[src/rtl/datamem_arb_pkg.sv]
// Shared definitions for the data-memory arbiter.
//   arb_state_t : arbitration state (OPEN, LOCK0, LOCK1)
//   ARB_AW/ARB_DW : default address/data widths of the 256x8 data memory
package datamem_arb_pkg;

    localparam int ARB_AW = 8;
    localparam int ARB_DW = 8;

    typedef enum logic [1:0] {
        OPEN  = 2'd0,
        LOCK0 = 2'd1,
        LOCK1 = 2'd2
    } arb_state_t;

endpackage

[src/rtl/arb2_pick.sv]
// Two-way winner select for the data-memory arbiter (purely combinational).
// Ports:
//   valid0, valid1 : request valids of port 0 / port 1
//   last_grant     : port of the most recent transfer (0 or 1)
//   state          : current arbitration state
//   grant[1:0]     : one-hot winner (bit N = port N), 0 when nobody wins
// Build option: DATAMEM_ARB_RR_EN selects round-robin on contention in OPEN;
// without it port 0 always wins contention.
module arb2_pick
    import datamem_arb_pkg::*;
(
    input  logic       valid0,
    input  logic       valid1,
    input  logic       last_grant,
    input  arb_state_t state,
    output logic [1:0] grant
);

`ifndef DATAMEM_ARB_RR_EN
    // Fixed priority ignores the grant history.
    logic unused_last_grant;
    assign unused_last_grant = last_grant;
`endif

    always_comb begin
        grant = 2'b00;
        case (state)
            OPEN: begin
                if (valid0 && valid1) begin
`ifdef DATAMEM_ARB_RR_EN
                    // Winner is the port that did not win last time.
                    grant = last_grant ? 2'b01 : 2'b10;
`else
                    grant = 2'b01;
`endif
                end else begin
                    grant = {valid1, valid0};
                end
            end
            // The owner of a lock is the only candidate, even when idle.
            LOCK0:   grant = {1'b0, valid0};
            LOCK1:   grant = {valid1, 1'b0};
            default: grant = 2'b00;
        endcase
    end

endmodule

[src/rtl/datamem_arbiter.sv]
// Two-port arbiter in front of the single-port 256x8 data memory.
// Port 0 = core load/store unit, port 1 = auxiliary loader / DMA engine.
// Ports:
//   clock, reset_n          : clock (rising edge), async active-low reset
//   reqN_valid/write/lock   : request, 1=store/0=load, keep grant after transfer
//   reqN_addr/wdata         : access address and store data
//   reqN_ready              : request accepted this cycle
//   reqN_rvalid/rdata       : load data, valid for one cycle after the transfer
//   mem_write/addr/wdata    : drive to memory memWrite/addr/data_in
//   mem_rdata               : memory data_out (combinational read)
//   debug_state             : current arbitration state
// Build option: DATAMEM_ARB_RR_EN (round-robin contention, see arb2_pick).
//
// Handshake: a transfer happens on port N when reqN_valid & reqN_ready at a
// rising edge. The requester keeps valid/write/lock/addr/wdata stable until
// ready; ready is combinational from valid and at most one port is ready.
module datamem_arbiter
    import datamem_arb_pkg::*;
#(
    parameter int AW = ARB_AW,
    parameter int DW = ARB_DW
) (
    input  logic          clock,
    input  logic          reset_n,
    input  logic          req0_valid,
    input  logic          req0_write,
    input  logic          req0_lock,
    input  logic [AW-1:0] req0_addr,
    input  logic [DW-1:0] req0_wdata,
    output logic          req0_ready,
    output logic          req0_rvalid,
    output logic [DW-1:0] req0_rdata,
    input  logic          req1_valid,
    input  logic          req1_write,
    input  logic          req1_lock,
    input  logic [AW-1:0] req1_addr,
    input  logic [DW-1:0] req1_wdata,
    output logic          req1_ready,
    output logic          req1_rvalid,
    output logic [DW-1:0] req1_rdata,
    output logic          mem_write,
    output logic [AW-1:0] mem_addr,
    output logic [DW-1:0] mem_wdata,
    input  logic [DW-1:0] mem_rdata,
    output arb_state_t    debug_state
);

    arb_state_t state, state_next;
    logic       last_grant;
    logic [1:0] grant_raw;
    logic [1:0] grant;
    logic       load0, load1;

    arb2_pick u_pick (
        .valid0     (req0_valid),
        .valid1     (req1_valid),
        .last_grant (last_grant),
        .state      (state),
        .grant      (grant_raw)
    );

    // Gating with reset_n drops ready and mem_write the moment reset is
    // asserted, so no store can commit at the following edge.
    assign grant      = grant_raw & {2{reset_n}};
    assign req0_ready = grant[0];
    assign req1_ready = grant[1];
    assign load0      = grant[0] & ~req0_write;
    assign load1      = grant[1] & ~req1_write;

    assign debug_state = state;

    always_comb begin
        state_next = state;
        case (state)
            OPEN: begin
                if (grant[0] && req0_lock) state_next = LOCK0;
                else if (grant[1] && req1_lock) state_next = LOCK1;
            end
            LOCK0:   if (grant[0] && !req0_lock) state_next = OPEN;
            LOCK1:   if (grant[1] && !req1_lock) state_next = OPEN;
            default: state_next = OPEN;
        endcase
    end

    // last_grant resets to 1 so port 0 wins the first tie.
    always_ff @(posedge clock or negedge reset_n) begin
        if (!reset_n) begin
            state      <= OPEN;
            last_grant <= 1'b1;
        end else begin
            state <= state_next;
            if (|grant) last_grant <= grant[1];
        end
    end

    always_ff @(posedge clock or negedge reset_n) begin
        if (!reset_n) begin
            req0_rvalid <= 1'b0;
            req1_rvalid <= 1'b0;
            req0_rdata  <= '0;
            req1_rdata  <= '0;
        end else begin
            req0_rvalid <= load0;
            req1_rvalid <= load1;
            if (load0) req0_rdata <= mem_rdata;
            if (load1) req1_rdata <= mem_rdata;
        end
    end

    always_comb begin
        mem_write = 1'b0;
        mem_addr  = '0;
        mem_wdata = '0;
        if (grant[0]) begin
            mem_write = req0_write;
            mem_addr  = req0_addr;
            mem_wdata = req0_wdata;
        end else if (grant[1]) begin
            mem_write = req1_write;
            mem_addr  = req1_addr;
            mem_wdata = req1_wdata;
        end
    end

endmodule

[config.mk]
export PLATFORM = sky130hd
export DESIGN_NAME = datamem_arbiter
export DESIGN_NICKNAME = d
export VERILOG_FILES = /design/src/rtl/datamem_arb_pkg.sv /design/src/rtl/arb2_pick.sv /design/src/rtl/datamem_arbiter.sv
export SDC_FILE = /design/constraint.sdc
export NUM_CORES = 1
export LEC_CHECK = 0
export ABC_AREA = 0
export BUFFER_PORTS_ARGS = -buffer_cell sky130_fd_sc_hd__buf_4
export CAP_MARGIN = 20
export CORE_UTILIZATION = 40
export CTS_CLUSTER_SIZE = 28
export DETAILED_ROUTE_END_ITERATION = 6
export GPL_ROUTABILITY_DRIVEN = 0
export PLACE_DENSITY = 0.89
export RECOVER_POWER = 100
export SKIP_LAST_GASP = 1
export SLEW_MARGIN = 20
export SYNTH_ARGS = -nofsm -noshare
export SYNTH_HDL_FRONTEND = slang
export SYNTH_HIERARCHICAL = 1
export SYNTH_SLANG_ARGS = --single-unit
[constraint.sdc]
create_clock -name clock -period 4.9 [get_ports clock]
set_clock_uncertainty 0.15 [all_clocks]
set_input_delay 0.245 -clock clock [delete_from_list [all_inputs] [get_ports clock]]
set_output_delay 0.245 -clock clock [all_outputs]
set_load 0.1 [all_outputs]
==> summary.txt, run 1 <==
Worst setup path
  • CP cell instances: dlygate4sd3_1 > clkbuf_1 > nand2_4 > nor2_1 > a21oi_1 > buf_4
  • Max FO, Critical Path: 24
  • CP required: between 4 and 5 ns
  • Slowest stage cell, crit path: clkbuf_1
  • Worst path buffer plus inverter count: 3
  • Crit path max-delay family: buffers and inverters
  • CP endpoint kind: output pin
  • Crit path kind: in2out
  • Worst path arrival time: about 2.9 ns
  • Type of origin of the critical path: primary input
  • CP peak stage delay: between 0.9 and 1 ns

Timing
  • Hold Violations, Final: 0
  • Final slew viol count: 0
  • Final setup fails: 0
  • Final min period: 3.31 ns
  • Final period utilization: 0.675
  • Slew headroom: 0.113
  • Fmax: approximately 300 MHz
  • Final WS setup: ~1.6 ns
  • RSZ-0062 raised after global routing: no
  • Actual slew at the worst max-slew pin: ~1.3 ns
  • Setup TNS: 0 ns

Logic synthesis
  • Synthesized net count: 120
  • Gate Count Post-Synth: 72
  • Synth Cell Area: about 990 sq um
  • Syn_area_per_cell: around 14 sq um
  • Yosys warns: 6

Finish
  • Fillcell total: roughly 190
  • Area Growth Syn to Fin: 59.1%
  • Share of cells above drive strength 1: 0.559
  • Most frequent cells in the layout: buf_4, clkbuf_1, dfrtp_1, a22o_1, mux2_2
  • Most common cell after layout, fill and taps aside: buf_4
  • Layout Nets: 210
  • Total inserted antenna cells: 0

Routing
  • Vias: ~950
  • Avg WL per Cell: about 14 um
  • Met3 WL: ~310 um
  • DR pass1 iterations: 3
  • Total detailed-routing wirelength: about 2700 um
  • 1st-iter DRT viols: 5
  • Vias per cell: between 5 and 6
  • Post-route DRC: 0
  • Final ANT Viol Nets: 0
  • Met1 Wirelength: 900 um
  • Routed wl met2: ~1500 um
  • Highest Signal Layer: met3

Clocking
  • Longest Clk Path Bufs: 2
  • CTS tree: done
  • Clock latency on the worst-skew pair: about 0.29 ns
  • CTS sink cnt: 20
  • Root Driver: clkbuf_4
  • H-tree depth: 1
  • Hold_buf cts: 1
  • Total CTS buffers: 3
  • Clk pin slew, worst setup/hold paths: 0.11 ns
  • Setup Fix Bufs, Post-CTS: 0
  • Post-CTS resize count: 0

GRT
  • Global-route wire length before repair: 3950 um
  • Largest net degree at the start of global routing: 25
  • Total grt overflow: 0
  • Number of global-route vias before repair: between 900 and 1000
  • Total GRT Usage: 0.200
  • Initial antenna violation count: 0

Floorplanning
  • Rows: 17
  • Starting Density: 0.437
  • Chip Height: a little over 50 um
  • Ports: 87
  • Die width: a little over 50 um
  • Core Region: 2280 sq um
  • Die area: about 2700 sq um

Placed design
  • Buffers on Ports: 86
  • Dpl hpwl: around 2200 um
  • Post-Place Setup Slack: ~2.8 ns

Min path
  • Hold Crit Class: in2reg

Run
  • Max_cap viols: 0

Run status
  • Status: finished, final reports clean
registers in the layout, indices dropped and copies added, names as in the netlist:
signal       flops
debug_state      2
req0_rdata       8
req0_rvalid      1
req1_rdata       8
req1_rvalid      1
final cells by class:
cell class	instances	area, sq um	share of cell area
multi-input combinational	48	429	0.271
clock buffer	4	36.3	0.0229
timing repair buffer	87	573	0.362
tap	28	35.0	0.0221
sequential	20	500	0.316
inverter	2	8.76	0.00553
path summary, 6_finish.rpt:
kind	startpoint	endpoint	slack, ns	depth (start not counted)
worst max register to register	debug_state[1]$_DFFE_PN0P_	req1_rdata[7]$_DFFE_PN0P_	2.62	5
worst min-delay path	mem_rdata[3]	req0_rdata[3]$_DFFE_PN0P_	0.04	2
max in group asynchronous	reset_n	debug_state[1]$_DFFE_PN0P_	3.21	2
worst min register to register	req1_rdata[5]$_DFFE_PN0P_	req1_rdata[5]$_DFFE_PN0P_	0.36	1
worst max-delay path	reset_n	mem_write	1.59	6
min in group asynchronous	reset_n	req1_rdata[2]$_DFFE_PN0P_	0.61	2
layer usage:
metal	up-vias	track usage
met5	-	0
met1	446	0.194
met3	0	0.0614
li1	447	-
met2	53	0.400
met4	0	0.0405
stage by stage:
stage                     std cells  area (sq um)  utilization  hold WS (ns)
after detailed placement        184          1650        0.726        0.0144
after global placement          184          1650        0.726       0.00440
after floorplan                  72           995            -        -0.201
final                           189          1580        0.695        0.0373
after global routing            189          1580        0.695        0.0267
after CTS                       189          1700        0.747       0.00796
Power of run 1 is not shown: default switching activity piles up to over one toggle a cycle in this logic, so the estimate is an artifact.
==> inputs of run 2 (changes only) <==
Settings changed: CORE_UTILIZATION 40 to 38, PLACE_DENSITY 0.89 to 0.86.
Clock period 4.9 ns to 3.35 ns, I/O delays scaled along.
==> run 2 against run 1 <==
Worst setup slack got worse by 0.96 ns. Cell count rose by 7.4%. Register-to-register slack got worse by 1.7 ns. Global-route usage rose by 0.73 points. Wire length rose by 5.9%. Via count rose by 7.6%. Die area rose by 5.1%. Non-clock buffer count rose by 12. Core utilization fell by 2.6 points. First-iteration DRC count fell by 80%. Critical path depth did not move. Final area rose by 4.7%.
==> summary.txt, run 2 (same netlist as run 1, synthesis figures left out) <==
Finish
  • Final Non-Filler Cells: between 200 and 250
  • Area Growth Syn to Fin: 66.7%
  • Fillcell total: 217
  • Total inserted antenna cells: 0
  • Most common cell after layout, fill and taps aside: buf_4
  • Reg area: ~500 sq um
  • Share of cells above drive strength 1: 0.520
  • Most frequent cells in the layout: buf_4, clkbuf_1, dfrtp_1, clkbuf_2
  • Multi-input gate area: about 420 sq um
  • Layout Nets: 222

Clocking
  • Longest Clk Path Bufs: 2
  • Root Driver: clkbuf_4
  • Clk pin slew, worst setup/hold paths: between 0.1 and 0.15 ns
  • H-tree depth: 1
  • CTS tree: done
  • Clock latency on the worst-skew pair: around 0.29 ns
  • Total CTS buffers: 3
  • CTS sink cnt: 20
  • Hold_buf cts: 13
  • Setup Fix Bufs, Post-CTS: 0
  • Post-CTS resize count: 0

Placed design
  • Post-Place Setup Slack: 1.27 ns
  • Buffers on Ports: 86
  • Dpl hpwl: roughly 2200 um
  • Dpl cells: 186

Worst setup path
  • Crit path kind: reg2out
  • CP required: 3.03 ns
  • CP endpoint kind: output pin
  • Type of origin of the critical path: flip-flop
  • Max FO, Critical Path: 16
  • Worst path arrival time: between 2 and 2.5 ns

GRT
  • Number of global-route vias before repair: about 930
  • Global-route wire length before repair: slightly above 4000 um
  • Initial antenna violation count: 0
  • Total grt overflow: 0
  • Largest net degree at the start of global routing: 25
  • Total GRT Usage: 0.207

Timing
  • Fmax: 369 MHz
  • Actual slew at the worst max-slew pin: 1.20 ns
  • Final setup fails: 0
  • Final min period: between 2 and 3 ns
  • Setup TNS: 0 ns
  • Final WS setup: between 0.6 and 0.7 ns
  • Final period utilization: 0.810
  • RSZ-0062 raised after global routing: no
  • Slew headroom: 0.204
  • Hold Violations, Final: 0
  • Final slew viol count: 0

Routing
  • Post-route DRC: 0
  • Final ANT Viol Nets: 0
  • 1st-iter DRT viols: 1
  • Vias: between 1000 and 1500
  • DR pass1 iterations: 3
  • Total detailed-routing wirelength: between 2000 and 3000 um
  • Avg WL per Cell: ~14 um
  • Vias per cell: between 5 and 6

Floorplanning
  • Starting Density: 0.402
  • Die width: approximately 53 um
  • Core Region: roughly 2500 sq um
  • Die area: between 2000 and 3000 sq um
  • Rows: 18
  • Chip Height: between 50 and 60 um
  • Ports: 87

Run status
  • Status: finished, final reports clean

Run
  • Max_cap viols: 0

Min path
  • Hold Crit Class: in2async
## run 2: through the flow
step / hold slack [ns] / cell area [sq um] / util
finish: 0.142 / 1660 / 0.669
floorplan: -0.278 / 998 / -
global route: 0.154 / 1660 / 0.669
CTS: 0.143 / 1830 / 0.737
global placement: -0.0734 / 1660 / 0.670
detailed placement: -0.0667 / 1660 / 0.670
## run 2: cell type report
cell class,instances,area share
clock buffer,4,0.0219
tap,30,0.0226
multi-input combinational,48,0.254
sequential,20,0.302
inverter,2,0.00528
timing repair buffer,99,0.395
## run 2: layer usage
layer | part of all wire | global-route usage | routed length, um
met1 | 0.36 | 0.221 | 1030
met3 | 0.082 | 0.0460 | 234
met2 | 0.54 | 0.392 | 1530
met4 | 0.015 | 0.0702 | 44
met5 | 0 | 0 | 0
## run 2: worst max-delay path, stage by stage, from the launching register on
cell and delay, ns:
dfrtp_1 0.40, nor2b_1 0.14, nor3b_1 0.47, nand2_4 0.13, nor2_4 0.31, a22o_1 0.20, clkbuf_2 0.45
## run 2: path summary, 6_finish.rpt
check | from | end | slack [ns] | depth (start not counted)
hold / removal | reset_n | req1_rdata[5]$_DFFE_PN0P_ | 0.14 | 2
setup / recovery | debug_state[1]$_DFFE_PN0P_ | mem_addr[7] | 0.64 | 6
max in group asynchronous | reset_n | req0_rvalid$_DFF_PN0_ | 2.67 | 2
min in group clock | req1_valid | debug_state[1]$_DFFE_PN0P_ | 0.28 | 4
setup reg to reg | debug_state[1]$_DFFE_PN0P_ | req1_rdata[6]$_DFFE_PN0P_ | 0.95 | 5
hold reg to reg | debug_state[1]$_DFFE_PN0P_ | debug_state[0]$_DFFE_PN0P_ | 0.34 | 1
Power of run 2 is left out for the same reason.
==> inputs of run 3 (changes only) <==
Clock period 3.35 ns to 2.78 ns, I/O delays scaled along.
==> run 3 against run 2 <==
Worst setup slack worse by 0.33 ns. Via count is 0.98% lower. Global-route usage is 1.2 points lower. Hold slack worse by 0.041 ns. Die area stayed put. Core utilization is 1.1 points higher. Wire length is 3.9% lower. Register-to-register slack worse by 0.32 ns.
==> summary.txt, run 3 (same netlist as run 1, synthesis figures left out) <==
Clocking
  • CTS sink cnt: 20
  • CTS tree: done
  • Total CTS buffers: 3
  • Root Driver: clkbuf_4
  • Clock latency on the worst-skew pair: 0.30 ns
  • Post-CTS resize count: 0
  • Clk pin slew, worst setup/hold paths: between 0.1 and 0.15 ns
  • H-tree depth: 1
  • Longest Clk Path Bufs: 2

Timing
  • Hold Violations, Final: 0
  • RSZ-0062 raised after global routing: no
  • Final slew viol count: 0
  • Final min period: about 2.5 ns
  • Actual slew at the worst max-slew pin: approximately 1.2 ns
  • Fmax: 405 MHz
  • Setup TNS: 0 ns
  • Slew headroom: 0.220
  • Final setup fails: 0
  • Final period utilization: 0.889

Floorplanning
  • Rows: 18
  • Die area: around 2800 sq um
  • Die width: 53.2 um
  • Chip Height: 53.2 um
  • Ports: 87
  • Starting Density: 0.402
  • Core Region: 2480 sq um

Finish
  • Fillcell total: between 200 and 250
  • Share of cells above drive strength 1: 0.538
  • Most common cell after layout, fill and taps aside: buf_4
  • Layout Nets: approximately 220
  • Area Growth Syn to Fin: 69.3%
  • Most frequent cells in the layout: buf_4, clkbuf_1, dfrtp_1, a22o_1, mux2_2
  • Total inserted antenna cells: 0
  • Final Non-Filler Cells: ~200

Worst setup path
  • Worst r2r dst: req1_rdata[5]$_DFFE_PN0P_
  • CP cell instances: dlygate4sd3_1 > buf_4 > nand2_4 > clkinvlp_2 > a22o_1 > buf_2
  • Max FO, Critical Path: 24
  • Crit path max-delay family: buffers and inverters
  • CP endpoint kind: output pin
  • Reg2reg setup slack: ~0.63 ns
  • CP required: between 2 and 2.5 ns
  • Reg2reg start: debug_state[1]$_DFFE_PN0P_
  • Type of origin of the critical path: primary input
  • Crit path kind: in2out
  • Worst path arrival time: roughly 2.2 ns
  • Worst-case reg-to-reg path depth: 5
  • CP peak stage delay: 0.53 ns
  • Worst path buffer plus inverter count: 4
  • Slowest stage cell, crit path: dlygate4sd3_1

Run status
  • Status: finished, final reports clean

Run
  • Max_cap viols: 0

GRT
  • Routing usage on met3: 0.0402
  • Number of global-route vias before repair: approximately 900
  • Total grt overflow: 0
  • Initial antenna violation count: 0
  • GR Layer Usage met1: 0.208
  • Total GRT Usage: 0.195
  • Grt peak-use layer: met2
  • Largest net degree at the start of global routing: 25
  • Global-route wire length before repair: 3900 um
  • Met2 Use GR: 0.373

Placed design
  • Buffers on Ports: 86
  • Dpl cells: 186
  • Dpl hpwl: between 2000 and 2500 um

Routing
  • Total detailed-routing wirelength: approximately 2700 um
  • Final ANT Viol Nets: 0
  • Avg WL per Cell: 13.5 um
  • 1st-iter DRT viols: 9
  • Vias per cell: between 4 and 5
  • Post-route DRC: 0
  • DR pass1 iterations: 4
  • Vias: about 1000

Min path
  • Hold Crit Class: in2async
-- run 3: area by class of cell --
type	count	area, sq um	area share
clock buffer	4	36.3	0.0215
multi-input combinational	48	433	0.257
sequential	20	502	0.298
timing repair buffer	99	667	0.396
tap	30	37.5	0.0223
inverter	2	8.76	0.00520
-- run 3: routing by layer --
layer / up-vias / share of wire / routed length, um
met5: - / 0 / 0
met4: 0 / 0.011 / 30
met3: 3 / 0.11 / 289
met2: 57 / 0.52 / 1410
met1: 475 / 0.37 / 997
li1: 473 / - / -
-- run 3: worst max-delay path by stage --
stage | start | depth (start not counted) | endpoint
after floorplan | debug_state[0]$_DFFE_PN0P_ | 5 | mem_addr[0]
after global placement | debug_state[1]$_DFFE_PN0P_ | 6 | mem_wdata[3]
after detailed placement | debug_state[1]$_DFFE_PN0P_ | 6 | mem_addr[1]
after global routing | reset_n | 6 | mem_wdata[6]
final | reset_n | 6 | mem_addr[3]
after CTS | debug_state[1]$_DFFE_PN0P_ | 6 | mem_addr[1]
-- run 3: metrics by stage --
stage | utilization | hold WS, ns | worst slack (ns) | instance area, sq um
floorplan | - | -0.307 | 0.132 | 1000
global placement | 0.670 | -0.102 | 0.881 | 1660
detailed placement | 0.670 | -0.0933 | 0.809 | 1660
CTS | 0.737 | 0.113 | 0.466 | 1830
global route | 0.680 | 0.110 | 0.183 | 1680
finish | 0.680 | 0.101 | 0.308 | 1680
-- run 3: worst reg2reg max path, stage by stage (launching register included) --
cell	delay (ns)
dfrtp_2	0.42
nor2b_4	0.07
nor3b_2	0.29
nand2_4	0.11
nor2_1	0.59
mux2_2	0.42
-- run 3: timing repair --
item                      4_1_cts  5_1_grt
hold buffers                   13        0
hold endpoints to repair       40        0
setup buffers                   0        0
Power of run 3 is left out for the same reason.
